--- src/rtl/sprite_store_scheduler.sv ---
// Per-scanline sequencer for the 10-slot sprite X store: allocates slots during OAM scan,
// then serves X matches lowest-slot-first by stalling the pixel pipe and requesting fetches.
module sprite_store_scheduler #(
    parameter int SLOTS  = 10,
    parameter int IDX_W  = 6,
    parameter int LINE_W = 4
) (
    input  logic              clk,
    input  logic              nreset,
    input  logic              line_start,
    input  logic              scan_valid,
    input  logic              scan_hit,
    input  logic [IDX_W-1:0]  scan_idx,
    input  logic [LINE_W-1:0] scan_row,
    input  logic              scan_done,
    input  logic [SLOTS-1:0]  match,
    input  logic              fetch_ack,
    output logic [SLOTS-1:0]  store_we,
    output logic [SLOTS-1:0]  slot_reset,
    output logic              fetch_req,
    output logic [IDX_W-1:0]  fetch_idx,
    output logic [LINE_W-1:0] fetch_row,
    output logic              pipe_stall,
    output logic [3:0]        sprite_count,
    output logic              store_full
);

    localparam int         SEL_W   = (SLOTS > 1) ? $clog2(SLOTS) : 1;
    localparam logic [3:0] SLOTS_C = 4'(SLOTS);

    typedef enum logic [2:0] {
        ST_IDLE,
        ST_SCAN,
        ST_RENDER,
        ST_FETCH,
        ST_FREE
    } state_t;

    state_t              state_reg;
    logic [SLOTS-1:0]    valid_reg;
    logic [SLOTS-1:0]    valid_next;
    logic [SLOTS-1:0]    store_we_reg;
    logic [SLOTS-1:0]    slot_reset_reg;
    logic [3:0]          count_reg;
    logic                full_reg;
    logic [SEL_W-1:0]    active_reg;
    logic [IDX_W-1:0]    fetch_idx_reg;
    logic [LINE_W-1:0]   fetch_row_reg;

    logic [IDX_W-1:0]    slot_idx_reg [SLOTS];
    logic [LINE_W-1:0]   slot_row_reg [SLOTS];

    logic [SLOTS-1:0]    qual;
    logic                qual_any;
    logic [SEL_W-1:0]    sel;
    logic                scan_take;
    logic                render_go;
    logic                free_go;
    logic [SLOTS-1:0]    alloc_we;
    logic [SLOTS-1:0]    free_onehot;

    assign qual      = match & valid_reg;
    assign qual_any  = |qual;
    assign scan_take = (state_reg == ST_SCAN) && scan_valid && scan_hit && !full_reg && !line_start;
    assign render_go = (state_reg == ST_RENDER) && qual_any && !line_start;
    assign free_go   = (state_reg == ST_FETCH) && fetch_ack && !line_start;

    // Lowest set bit wins: slot 0 has the highest priority among same-X sprites.
    always_comb begin
        sel = '0;
        for (int i = SLOTS - 1; i >= 0; i--) begin
            if (qual[i]) begin
                sel = SEL_W'(i);
            end
        end
    end

    generate
        for (genvar gi = 0; gi < SLOTS; gi++) begin : g_slot
            assign alloc_we[gi]    = scan_take && (count_reg == 4'(gi));
            assign free_onehot[gi] = (active_reg == SEL_W'(gi));
            assign valid_next[gi]  = line_start                       ? 1'b0 :
                                     alloc_we[gi]                     ? 1'b1 :
                                     (free_go && free_onehot[gi])     ? 1'b0 :
                                                                        valid_reg[gi];
        end
    endgenerate

    // Slot payload only matters while its valid bit is set, so it carries no reset.
    always_ff @(posedge clk) begin
        for (int i = 0; i < SLOTS; i++) begin
            if (alloc_we[i]) begin
                slot_idx_reg[i] <= scan_idx;
                slot_row_reg[i] <= scan_row;
            end
        end
    end

    always_ff @(posedge clk or negedge nreset) begin
        if (!nreset) begin
            valid_reg <= '0;
        end else begin
            valid_reg <= valid_next;
        end
    end

    always_ff @(posedge clk or negedge nreset) begin
        if (!nreset) begin
            state_reg      <= ST_IDLE;
            store_we_reg   <= '0;
            slot_reset_reg <= '0;
            count_reg      <= '0;
            full_reg       <= 1'b0;
            active_reg     <= '0;
            fetch_idx_reg  <= '0;
            fetch_row_reg  <= '0;
        end else begin
            store_we_reg   <= '0;
            slot_reset_reg <= '0;
            if (line_start) begin
                // Abandons any fetch in flight; a late fetch_ack then lands in SCAN and is ignored.
                state_reg      <= ST_SCAN;
                count_reg      <= '0;
                full_reg       <= 1'b0;
                slot_reset_reg <= '1;
                fetch_idx_reg  <= '0;
                fetch_row_reg  <= '0;
            end else begin
                case (state_reg)
                    ST_SCAN: begin
                        if (scan_take) begin
                            store_we_reg <= alloc_we;
                            count_reg    <= count_reg + 4'd1;
                            full_reg     <= ((count_reg + 4'd1) == SLOTS_C);
                        end
                        if (scan_done) begin
                            state_reg <= ST_RENDER;
                        end
                    end
                    ST_RENDER: begin
                        if (render_go) begin
                            state_reg     <= ST_FETCH;
                            active_reg    <= sel;
                            fetch_idx_reg <= slot_idx_reg[sel];
                            fetch_row_reg <= slot_row_reg[sel];
                        end
                    end
                    ST_FETCH: begin
                        if (free_go) begin
                            state_reg      <= ST_FREE;
                            slot_reset_reg <= free_onehot;
                        end
                    end
                    ST_FREE: begin
                        state_reg <= ST_RENDER;
                    end
                    default: begin
                        state_reg <= state_reg;
                    end
                endcase
            end
        end
    end

    // The request is raised in the very cycle the match is seen so the pixel pipe stops at once.
    assign fetch_req    = (state_reg == ST_FETCH) || render_go;
    assign pipe_stall   = (state_reg == ST_FETCH) || (state_reg == ST_FREE) || render_go;
    assign fetch_idx    = render_go ? slot_idx_reg[sel] : fetch_idx_reg;
    assign fetch_row    = render_go ? slot_row_reg[sel] : fetch_row_reg;
    assign store_we     = store_we_reg;
    assign slot_reset   = slot_reset_reg;
    assign sprite_count = count_reg;
    assign store_full   = full_reg;

endmodule

--- config.mk ---
export PLATFORM = sky130hd
export DESIGN_NAME = sprite_store_scheduler
export DESIGN_NICKNAME = d
export VERILOG_FILES = /design/src/rtl/sprite_store_scheduler.sv
export SDC_FILE = /design/constraint.sdc
export NUM_CORES = 1
export LEC_CHECK = 0
export ABC_CLOCK_PERIOD_IN_PS = 3230
export CORE_AREA = 2 2 136 85
export DETAILED_ROUTE_END_ITERATION = 6
export DIE_AREA = 0 0 138 87
export DONT_BUFFER_PORTS = 1
export GPL_TIMING_DRIVEN = 0
export PLACE_DENSITY = 0.79
export SETUP_SLACK_MARGIN = 0.05
export SYNTH_ARGS = -nofsm -noshare
export SYNTH_HDL_FRONTEND = slang
export SYNTH_SLANG_ARGS = --single-unit
--- constraint.sdc ---
create_clock -name clk -period 3.23 [get_ports clk]
set_clock_uncertainty 0.1 [all_clocks]
set_input_delay 0.323 -clock clk [delete_from_list [all_inputs] [get_ports clk]]
set_output_delay 0.323 -clock clk [all_outputs]
set_load 0.1 [all_outputs]
==> results of run 1 <==
stage by stage:
stage / instance area [sq um] / std cells / util, % / total power, W / hold WS (ns)
after global placement: 6510 / 607 / 59.8 / 0.00232 / -0.0713
after floorplan: 6330 / 463 / - / 0.00230 / -0.0726
after CTS: 7500 / 654 / 68.9 / 0.00447 / 0.00525
final: 7820 / 665 / 71.8 / 0.00448 / 0.0120
after detailed placement: 6530 / 608 / 60.0 / 0.00233 / -0.0714
after global routing: 7820 / 665 / 71.8 / 0.00459 / 0.0241
worst max-delay path by stage:
| stage | to | slack, ns | start | depth (start not counted) |
|---|---|---|---|---|
| 3_5_place_dp | fetch_idx[1] | -0.05 | valid_reg[5]$_DFFE_PN0P_ | 8 |
| 4_1_cts | fetch_row[1] | 0.04 | valid_reg[5]$_DFFE_PN0P_ | 8 |
| 6_report | fetch_idx[3] | 0.08 | valid_reg[7]$_DFFE_PN0P_ | 9 |
| 2_1_floorplan | slot_idx_reg[9][0]$_DFFE_PP_ | 0.32 | store_full$_DFFE_PN0P_ | 5 |
| 5_1_grt | fetch_idx[4] | -0.02 | valid_reg[5]$_DFFE_PN0P_ | 8 |
| 3_3_place_gp | slot_idx_reg[1][3]$_DFFE_PP_ | -0.58 | store_full$_DFFE_PN0P_ | 5 |
final cells by class:
class	instances	area share [%]
Sequential cell	152	55.1
Multi-Input combinational cell	274	28.3
Clock buffer	22	5.81
Timing Repair Buffer	25	3.44
Tap cell	144	2.30
Clock inverter	10	2.26
Buffer	22	2.11
Inverter	15	0.720
Antenna cell	1	0.0320
layout by cell type, fill, tap and decap left out, types with 3 or more instances in the layout:
master	instances
a211oi_1	5
a211oi_2	3
a21o_1	10
a21oi_1	5
and3_1	12
and3_2	4
buf_12	3
buf_4	12
buf_6	4
bufinv_16	5
clkbuf_1	11
clkbuf_16	18
clkbuf_2	4
dfrtp_1	52
dlygate4sd3_1	13
edfxtp_1	100
ha_1	4
inv_1	14
mux2i_1	48
mux2i_2	10
mux2i_4	3
nand2_1	52
nand2_4	9
nand3_1	7
nor2_1	23
nor2b_1	4
nor3_1	3
nor4_1	8
o21ai_0	6
o21bai_1	10
o221ai_2	9
cells by family (layout without fill, tap and decap cells):
kind of cell,Yosys count,count (layout),synth area share (%)
multiplexers,62,62,9.82
buffers and inverters,37,94,2.81
adder cells (fa/ha/maj),4,4,0.791
XOR/XNOR,2,2,0.277
AND/OR/NAND/NOR,142,142,10.7
other,0,1,0
flip-flops,152,152,68.0
AO/OA/AOI/OAI,64,64,7.65
what timing repair did:
action,in CTS,in global routing
gates resized for setup,43,50
pin swaps,8,21
buffers inserted,0,9
hold buffers,14,0
endpoints found under the setup margin,12,74
endpoints found under the hold margin,154,0
cloned,0,1
cell usage after synthesis (2+ instances only):
| cell type | instances |
|---|---|
| clkbuf_1 | 11 |
| a21oi_1 | 5 |
| o21bai_1 | 10 |
| o221ai_1 | 10 |
| buf_6 | 4 |
| inv_1 | 14 |
| ha_1 | 4 |
| dfrtp_1 | 52 |
| nor3_1 | 4 |
| or3_1 | 2 |
| and3_1 | 16 |
| and4b_1 | 2 |
| a211oi_1 | 10 |
| nor3b_1 | 3 |
| nor2b_1 | 4 |
| nand3_1 | 8 |
| edfxtp_1 | 100 |
| nand2_1 | 63 |
| nor4_1 | 10 |
| nor2_1 | 23 |
| o22ai_1 | 2 |
| o21ai_0 | 6 |
| mux2i_1 | 61 |
| a21o_1 | 10 |
| buf_2 | 7 |
| xnor2_1 | 2 |
where the power goes:
part / leakage [nW] / switching [W] / internal (W)
Clock: 0.307 / 0.000749 / 0.00138
Sequential: 1.60 / 0.0000788 / 0.00210
Combinational: 1.01 / 0.000126 / 0.0000476
Total: 2.91 / 0.000954 / 0.00353
layer usage:
| layer | GRT usage (%) | vias up | part of all wire, % |
|---|---|---|---|
| met4 | 9.09 | 0 | 1.4 |
| met2 | 39.0 | 251 | 46 |
| li1 | - | 1803 | - |
| met3 | 7.15 | 23 | 9.2 |
| met1 | 36.5 | 2091 | 43 |
| met5 | 0 | - | 0 |
worst max-delay path, cell delays in order (launching register included):
cell	delay, ns
dfrtp_1	0.40
a22oi_2	0.10
a221o_1	0.31
a31oi_4	0.26
buf_6	0.17
buf_12	0.14
mux2i_1	0.23
mux2i_1	0.15
o221ai_2	0.30
nand2_4	0.25
==> impl_metrics.py, run 1 <==
metrics = {
    "die": {
        "io_pins": 64,
        "start_util_pct": 58.1,
        "chipHeight_um": 87,
        "core_area_sq_mm": 0.0109,
        "dieWidth_um": 138,
        "row_count": 30,
        "dieArea_sq_mm": 0.0120,
    },
    "cells_and_area": {
        "fill_cells": 698,
        "multi_input_comb_area_sq_mm": 0.00221,
        "ff_latch_area_sq_mm": 0.00430,
        "layout-drive-gt1-share_pct": 21.2,
        "nNetsFinal": 538,
        "area_growth_pct": 23.5,
        "largest_register_ffs": 60,
    },
    "setup_path": {
        "worst_setup_path_end_kind": "output pin",
        "r2r_slack_ns": 0.29,
        "worstPathRequired_ns": 2.81,
        "r2r-start": "store_full$_DFFE_PN0P_",
        "start_kind": "flip-flop",
        "worstPathArrival_ns": 2.73,
        "path_class": "flip-flop to output pin",
        "ff2ff_path_depth": 6,
        "critPathMaxFanout": 5,
        "r2r-end": "slot_idx_reg[1][5]$_DFFE_PP_",
    },
    "status": {
        "status": "finished clean",
    },
    "global_route": {
        "grt_pass1_wl_um": 22700,
        "track_usage_pct": 25.7,
        "grt_pass1_vias": 4023,
        "grt_max_degree": 53,
        "overflow": 0,
        "antenna_found_initial": 1,
    },
    "route": {
        "wl_per_cell_um": 23.6,
        "vias": 4168,
        "first_pass_iters": 5,
        "antenna_left": 0,
        "drc": 0,
        "drtIter0Drc": 462,
        "vias_per_cell": 6.27,
        "drt-total-wl_um": 15700,
    },
    "cts": {
        "cts_sinks": 152,
        "max-clock-path-buffers": 2,
        "clk_latency_ns": 0.42,
        "cts_htree_levels": 4,
        "clkTransAtPathRegs_ns": 0.06,
        "cts_made_buffers": 17,
        "cts_tree": "done",
        "cts-root-buf": "clkbuf_16",
    },
    "placement": {
        "gp_congestion": 0.845,
        "post-place-ws_ns": -0.0454,
        "io_buffers": 0,
        "dp_hpwl_um": 9240,
    },
    "timing": {
        "maxSlewViolCount": 0,
        "finalSetupViolations": 0,
        "tightest_slew_ns": 1.06,
        "finalSetupTns_ns": 0,
        "fin_crit_ns": 3.15,
        "fmax_mhz": 317,
        "hold_violations": 0,
        "period_share_pct": 97.6,
        "timing.final.ws_setup_ns": 0.0773,
        "max-slew-margin-rel_pct": 29.0,
        "rsz0062_at_grt": "yes",
    },
    "logic_synthesis": {
        "yosysTopAreaCell": "edfxtp_1",
        "syn-cell-area_sq_mm": 0.00633,
        "yosysWarningCount": 0,
        "synth_enable_flop_cells": 100,
        "synth_cell_types": 46,
        "synth_nets": 494,
        "synth_top_area_share_pct": 47.4,
        "yosysSeqAreaShare_pct": 68.0,
        "synth-seq-cells": 152,
        "synth-async-reset-ratio_pct": 34.2,
        "synth_area_leaders": "edfxtp_1, dfrtp_1, mux2i_1, nand2_1, and3_1",
        "synthesis.instances": 463,
        "synth_top_flop_cell": "edfxtp_1",
        "avgSynthCellArea_sq_um": 13.7,
    },
    "min_path": {
        "hold_path.class": "input pin to flip-flop",
        "hold_path_end": "state_reg[0]$_DFFE_PN0P_",
        "hp-start": "fetch_ack",
        "whs_path_depth": 3,
    },
    "power": {
        "leakagePower_nw": 2.91,
        "powerDensity_mw_per_mm2": 574,
        "ir_worst_vdd_uv": 428,
    },
    "run": {
        "cap_violations": 0,
    },
}
No activity file was read; power rests on OpenSTA's default activity.
==> inputs of run 2 (changes only) <==
Settings changed: PLACE_DENSITY 0.79 to 0.72.
==> impl_metrics.py, run 2 (synthesized netlist as in run 1, its figures left out) <==
metrics = {
    "cts": {
        "cts_htree_levels": 4,
        "clk_latency_ns": 0.43,
        "cts_sinks": 152,
        "clkTransAtPathRegs_ns": 0.06,
        "cts_tree": "done",
        "cts-root-buf": "clkbuf_16",
        "cts_made_buffers": 17,
        "max-clock-path-buffers": 2,
    },
    "cells_and_area": {
        "fill_cells": 721,
        "area_growth_pct": 21.5,
        "fin_cells": 660,
        "largest_register_ffs": 60,
        "ff_latch_area_sq_mm": 0.00430,
        "nNetsFinal": 534,
        "stdcell_area_sq_mm": 0.00769,
        "diodes": 0,
        "layout_common_cells": "edfxtp_1, mux2i_1, nand2_1, dfrtp_1, nor2_1",
        "final_common_cell": "edfxtp_1",
        "layout-drive-gt1-share_pct": 19.4,
        "multi_input_comb_area_sq_mm": 0.00214,
    },
    "power": {
        "power_w": 0.00445,
        "ir_worst_vdd_uv": 408,
        "p_int_w": 0.00349,
        "switchingPower_w": 0.000951,
        "p_comb_share_pct": 3.9,
        "p_clk_share_pct": 47.2,
        "leakagePower_nw": 2.87,
        "powerDensity_mw_per_mm2": 578,
        "swShare_pct": 21.4,
        "p_seq_share_pct": 49.0,
    },
    "timing": {
        "rsz0062_at_grt": "yes",
        "finalSetupTns_ns": 0,
        "finalSetupViolations": 0,
        "max-slew-margin-rel_pct": 30.5,
        "hold_violations": 0,
        "hold_slack_ns": 0.00211,
        "tightest_slew_ns": 1.04,
        "fin_crit_ns": 3.16,
        "maxSlewViolCount": 0,
        "period_share_pct": 98.0,
        "fmax_mhz": 316,
    },
    "setup_path": {
        "cpLargestDelayFamily": "compound AO/OA/AOI/OAI gates",
        "slowest_delay_ns": 0.41,
        "slowest_stage": "dfrtp_1",
        "worst_setup_path_end_kind": "output pin",
        "cp_num_buf_inv": 1,
        "start_kind": "flip-flop",
        "r2r_slack_ns": 0.32,
        "worstPathArrival_ns": 2.74,
        "path_cells": "a22o_1 -> a31o_1 -> a31oi_2 -> buf_6 -> nor4_1 -> a211oi_1 -> o221ai_2 -> nand2_4",
        "path_class": "flip-flop to output pin",
        "critPathMaxFanout": 10,
        "worstPathRequired_ns": 2.81,
    },
    "global_route": {
        "track_usage_pct": 26.2,
        "overflow": 0,
        "grt_max_degree": 53,
        "grt_pass1_vias": 3887,
        "grt_pass1_wl_um": 22900,
        "antenna_found_initial": 0,
    },
    "placement": {
        "dp_hpwl_um": 9260,
        "dpl.cell_count": 608,
        "io_buffers": 0,
        "placed_cell_area_sq_mm": 0.00653,
        "gp_congestion": 0.864,
    },
    "die": {
        "start_util_pct": 58.1,
        "dieArea_sq_mm": 0.0120,
        "core_area_sq_mm": 0.0109,
        "dieWidth_um": 138,
        "row_count": 30,
        "chipHeight_um": 87,
        "io_pins": 64,
    },
    "min_path": {
        "hold_path.class": "input pin to flip-flop",
    },
    "route": {
        "wl_per_cell_um": 22.7,
        "drc": 0,
        "antenna_left": 0,
        "drtIter0Drc": 337,
        "drt-total-wl_um": 15000,
        "vias_per_cell": 6.06,
        "first_pass_iters": 4,
        "vias": 4002,
    },
    "run": {
        "cap_violations": 0,
    },
    "status": {
        "status": "finished clean",
    },
}
[run 2: cell type report]
cell class / instances / share of cell area (%)
clock inverter: 9 / 1.92
sequential: 152 / 55.9
timing repair buffer: 21 / 2.94
multi-input combinational: 274 / 27.8
buffer: 22 / 2.13
clock buffer: 23 / 6.21
inverter: 15 / 0.732
tap: 144 / 2.34
[run 2: layer usage]
layer | vias to the layer above | wire [um] | GRT usage (%) | share of wire (%)
met5 | - | 0 | 0 | 0
met4 | 0 | 287 | 7.79 | 1.9
met3 | 23 | 1070 | 6.76 | 7.1
met2 | 167 | 6740 | 38.6 | 45
met1 | 2022 | 6920 | 38.9 | 46
li1 | 1790 | - | - | -
[run 2: path summary, 6_finish.rpt]
check                                        startpoint                      endpoint  cells past startpoint
hold / removal                               line_start     active_reg[3]$_DFFE_PN0P_                      2
hold reg to reg            fetch_row_reg[2]$_DFFE_PN0P_  fetch_row_reg[2]$_DFFE_PN0P_                      2
max in group asynchronous                        nreset      state_reg[2]$_DFFE_PN0P_                      2
min in group asynchronous                        nreset         store_we[7]$_DFF_PN0_                      2
setup / recovery               valid_reg[5]$_DFFE_PN0P_                  fetch_row[1]                      8
setup reg to reg                 store_full$_DFFE_PN0P_  slot_idx_reg[1][1]$_DFFE_PP_                      6
[run 2: per-stage QoR]
stage	setup WS, ns	util, %
2_1_floorplan	0.320	-
3_3_place_gp	-0.691	59.8
3_5_place_dp	-0.0426	60.0
4_1_cts	0.0311	68.6
5_1_grt	-0.0430	70.7
6_report	0.0659	70.7
[run 2: power by group through the flow]
stage / combinational, W / clock [W] / sequential (W)
3_3_place_gp: 0.000111 / 0 / 0.00221
5_1_grt: 0.000187 / 0.00220 / 0.00218
6_report: 0.000173 / 0.00210 / 0.00218
3_5_place_dp: 0.000115 / 0 / 0.00222
4_1_cts: 0.000167 / 0.00211 / 0.00218
2_1_floorplan: 0.0000924 / 0 / 0.00221
[run 2: repair_timing]
item	4_1_cts	5_1_grt
endpoints found under the hold margin	154	0
buffers inserted	0	6
hold buffers	14	0
resized for setup	36	43
pin swaps	5	13
setup endpoints to repair	12	75
==> inputs of run 3 (changes only) <==
Settings changed: SKIP_CTS_REPAIR_TIMING set to 1.
==> impl_metrics.py, run 3 (synthesized netlist as in run 1, its figures left out) <==
metrics = {
    "cts": {
        "clkTransAtPathRegs_ns": 0.06,
        "cts-root-buf": "clkbuf_16",
        "cts_sinks": 152,
        "cts_made_buffers": 17,
        "clk_latency_ns": 0.43,
        "max-clock-path-buffers": 2,
        "cts_tree": "done",
        "cts_htree_levels": 4,
    },
    "cells_and_area": {
        "nNetsFinal": 534,
        "fill_cells": 735,
        "layout-drive-gt1-share_pct": 19.6,
        "area_growth_pct": 20.8,
        "final_common_cell": "edfxtp_1",
        "diodes": 0,
        "largest_register_ffs": 60,
        "layout_common_cells": "edfxtp_1, mux2i_1, nand2_1, dfrtp_1, nor2_1",
        "stdcell_area_sq_mm": 0.00765,
    },
    "setup_path": {
        "worstPathArrival_ns": 2.71,
        "cp.depth": 9,
        "slowest_stage": "dfrtp_1",
        "critPathMaxFanout": 10,
        "path_cells": "a22oi_1 -> and3_1 -> buf_2 -> nand2_1 -> o21ai_4 -> buf_2 -> buf_4 -> nand2_1 -> nand2_4",
        "r2r-end": "slot_row_reg[9][0]$_DFFE_PP_",
        "cpLargestDelayFamily": "simple AND/OR/NAND/NOR gates",
        "r2r_slack_ns": 0.32,
        "worst_setup_path_end_kind": "output pin",
        "r2r-start": "store_full$_DFFE_PN0P_",
        "ff2ff_path_depth": 5,
        "slowest_delay_ns": 0.40,
        "start_kind": "flip-flop",
        "cp_num_buf_inv": 3,
        "path_class": "flip-flop to output pin",
        "setup.worst_path.end": "fetch_row[2]",
        "startpoint": "valid_reg[7]$_DFFE_PN0P_",
        "worstPathRequired_ns": 2.81,
    },
    "global_route": {
        "grt_pass1_wl_um": 22500,
        "grt_max_degree": 53,
        "antenna_found_initial": 0,
        "track_usage_pct": 25.8,
        "overflow": 0,
        "grt_pass1_vias": 3783,
    },
    "placement": {
        "gp_congestion": 0.864,
        "post-place-ws_ns": -0.0426,
        "placed_cell_area_sq_mm": 0.00653,
        "dp_hpwl_um": 9260,
        "io_buffers": 0,
    },
    "timing": {
        "period_share_pct": 97.0,
        "max-slew-margin-rel_pct": 30.3,
        "maxSlewViolCount": 0,
        "fmax_mhz": 319,
        "hold_violations": 0,
        "rsz0062_at_grt": "yes",
        "timing.final.ws_setup_ns": 0.0960,
        "finalSetupViolations": 0,
        "hold_slack_ns": 0.00255,
        "fin_crit_ns": 3.13,
        "tightest_slew_ns": 1.05,
    },
    "status": {
        "status": "finished clean",
    },
    "die": {
        "dieWidth_um": 138,
        "start_util_pct": 58.1,
        "core_area_sq_mm": 0.0109,
        "io_pins": 64,
        "chipHeight_um": 87,
        "row_count": 30,
        "dieArea_sq_mm": 0.0120,
    },
    "route": {
        "drt-total-wl_um": 15100,
        "vias_per_cell": 6.14,
        "antenna_left": 0,
        "wl_per_cell_um": 22.9,
        "drc": 0,
        "vias": 4051,
        "drtIter0Drc": 332,
        "first_pass_iters": 5,
    },
    "power": {
        "ir_worst_vdd_uv": 376,
        "leakagePower_nw": 2.87,
        "swShare_pct": 21.5,
        "p_comb_share_pct": 3.8,
        "switchingPower_w": 0.000956,
        "p_clk_share_pct": 47.3,
        "p_int_w": 0.00349,
        "p_seq_share_pct": 48.9,
        "powerDensity_mw_per_mm2": 582,
    },
    "run": {
        "cap_violations": 0,
    },
    "min_path": {
        "hold_path.class": "input pin to flip-flop",
        "whs_path_depth": 2,
    },
}
run 3: layout make-up:
| cell class | instances | area [sq um] | area share (%) |
|---|---|---|---|
| buffer | 22 | 154 | 2.01 |
| inverter | 15 | 56.3 | 0.736 |
| sequential | 152 | 4300 | 56.3 |
| clock inverter | 9 | 148 | 1.93 |
| multi-input combinational | 274 | 2120 | 27.7 |
| clock buffer | 23 | 478 | 6.25 |
| tap | 144 | 180 | 2.36 |
| timing repair buffer | 21 | 211 | 2.77 |
run 3: power groups by stage:
stage               combinational (W)  sequential, W  clock [W]
finish                       0.000170        0.00218    0.00210
global route                 0.000185        0.00218    0.00220
CTS                          0.000116        0.00218    0.00211
detailed placement           0.000115        0.00222          0
global placement             0.000111        0.00221          0
floorplan                   0.0000924        0.00221          0
run 3: layer usage:
layer | up-vias | track usage, % | wire length (um)
li1 | 1796 | - | -
met1 | 2067 | 37.9 | 7090
met2 | 174 | 38.7 | 6840
met3 | 14 | 7.09 | 1010
met4 | 0 | 6.86 | 153
met5 | - | 0 | 0
run 3: per-stage QoR:
stage,setup TNS [ns],std cells,utilization [%],total power [W]
final,0,660,70.3,0.00445
after global routing,-0.000108,660,70.3,0.00457
after CTS,-5.41,640,65.7,0.00441
after detailed placement,-0.103,608,60.0,0.00233
after global placement,-12.54,607,59.8,0.00233
after floorplan,0,463,-,0.00230
run 3: how the worst min path moves through the flow:
stage,from,to,slack [ns]
after detailed placement,nreset,sprite_count[3]$_DFFE_PN0P_,-0.07
after CTS,nreset,state_reg[1]$_DFFE_PN0P_,-0.51
final,line_start,active_reg[3]$_DFFE_PN0P_,0.003
after global routing,fetch_ack,state_reg[2]$_DFFE_PN0P_,0.007
after global placement,nreset,store_we[0]$_DFF_PN0_,-0.07
after floorplan,nreset,active_reg[0]$_DFFE_PN0P_,-0.07
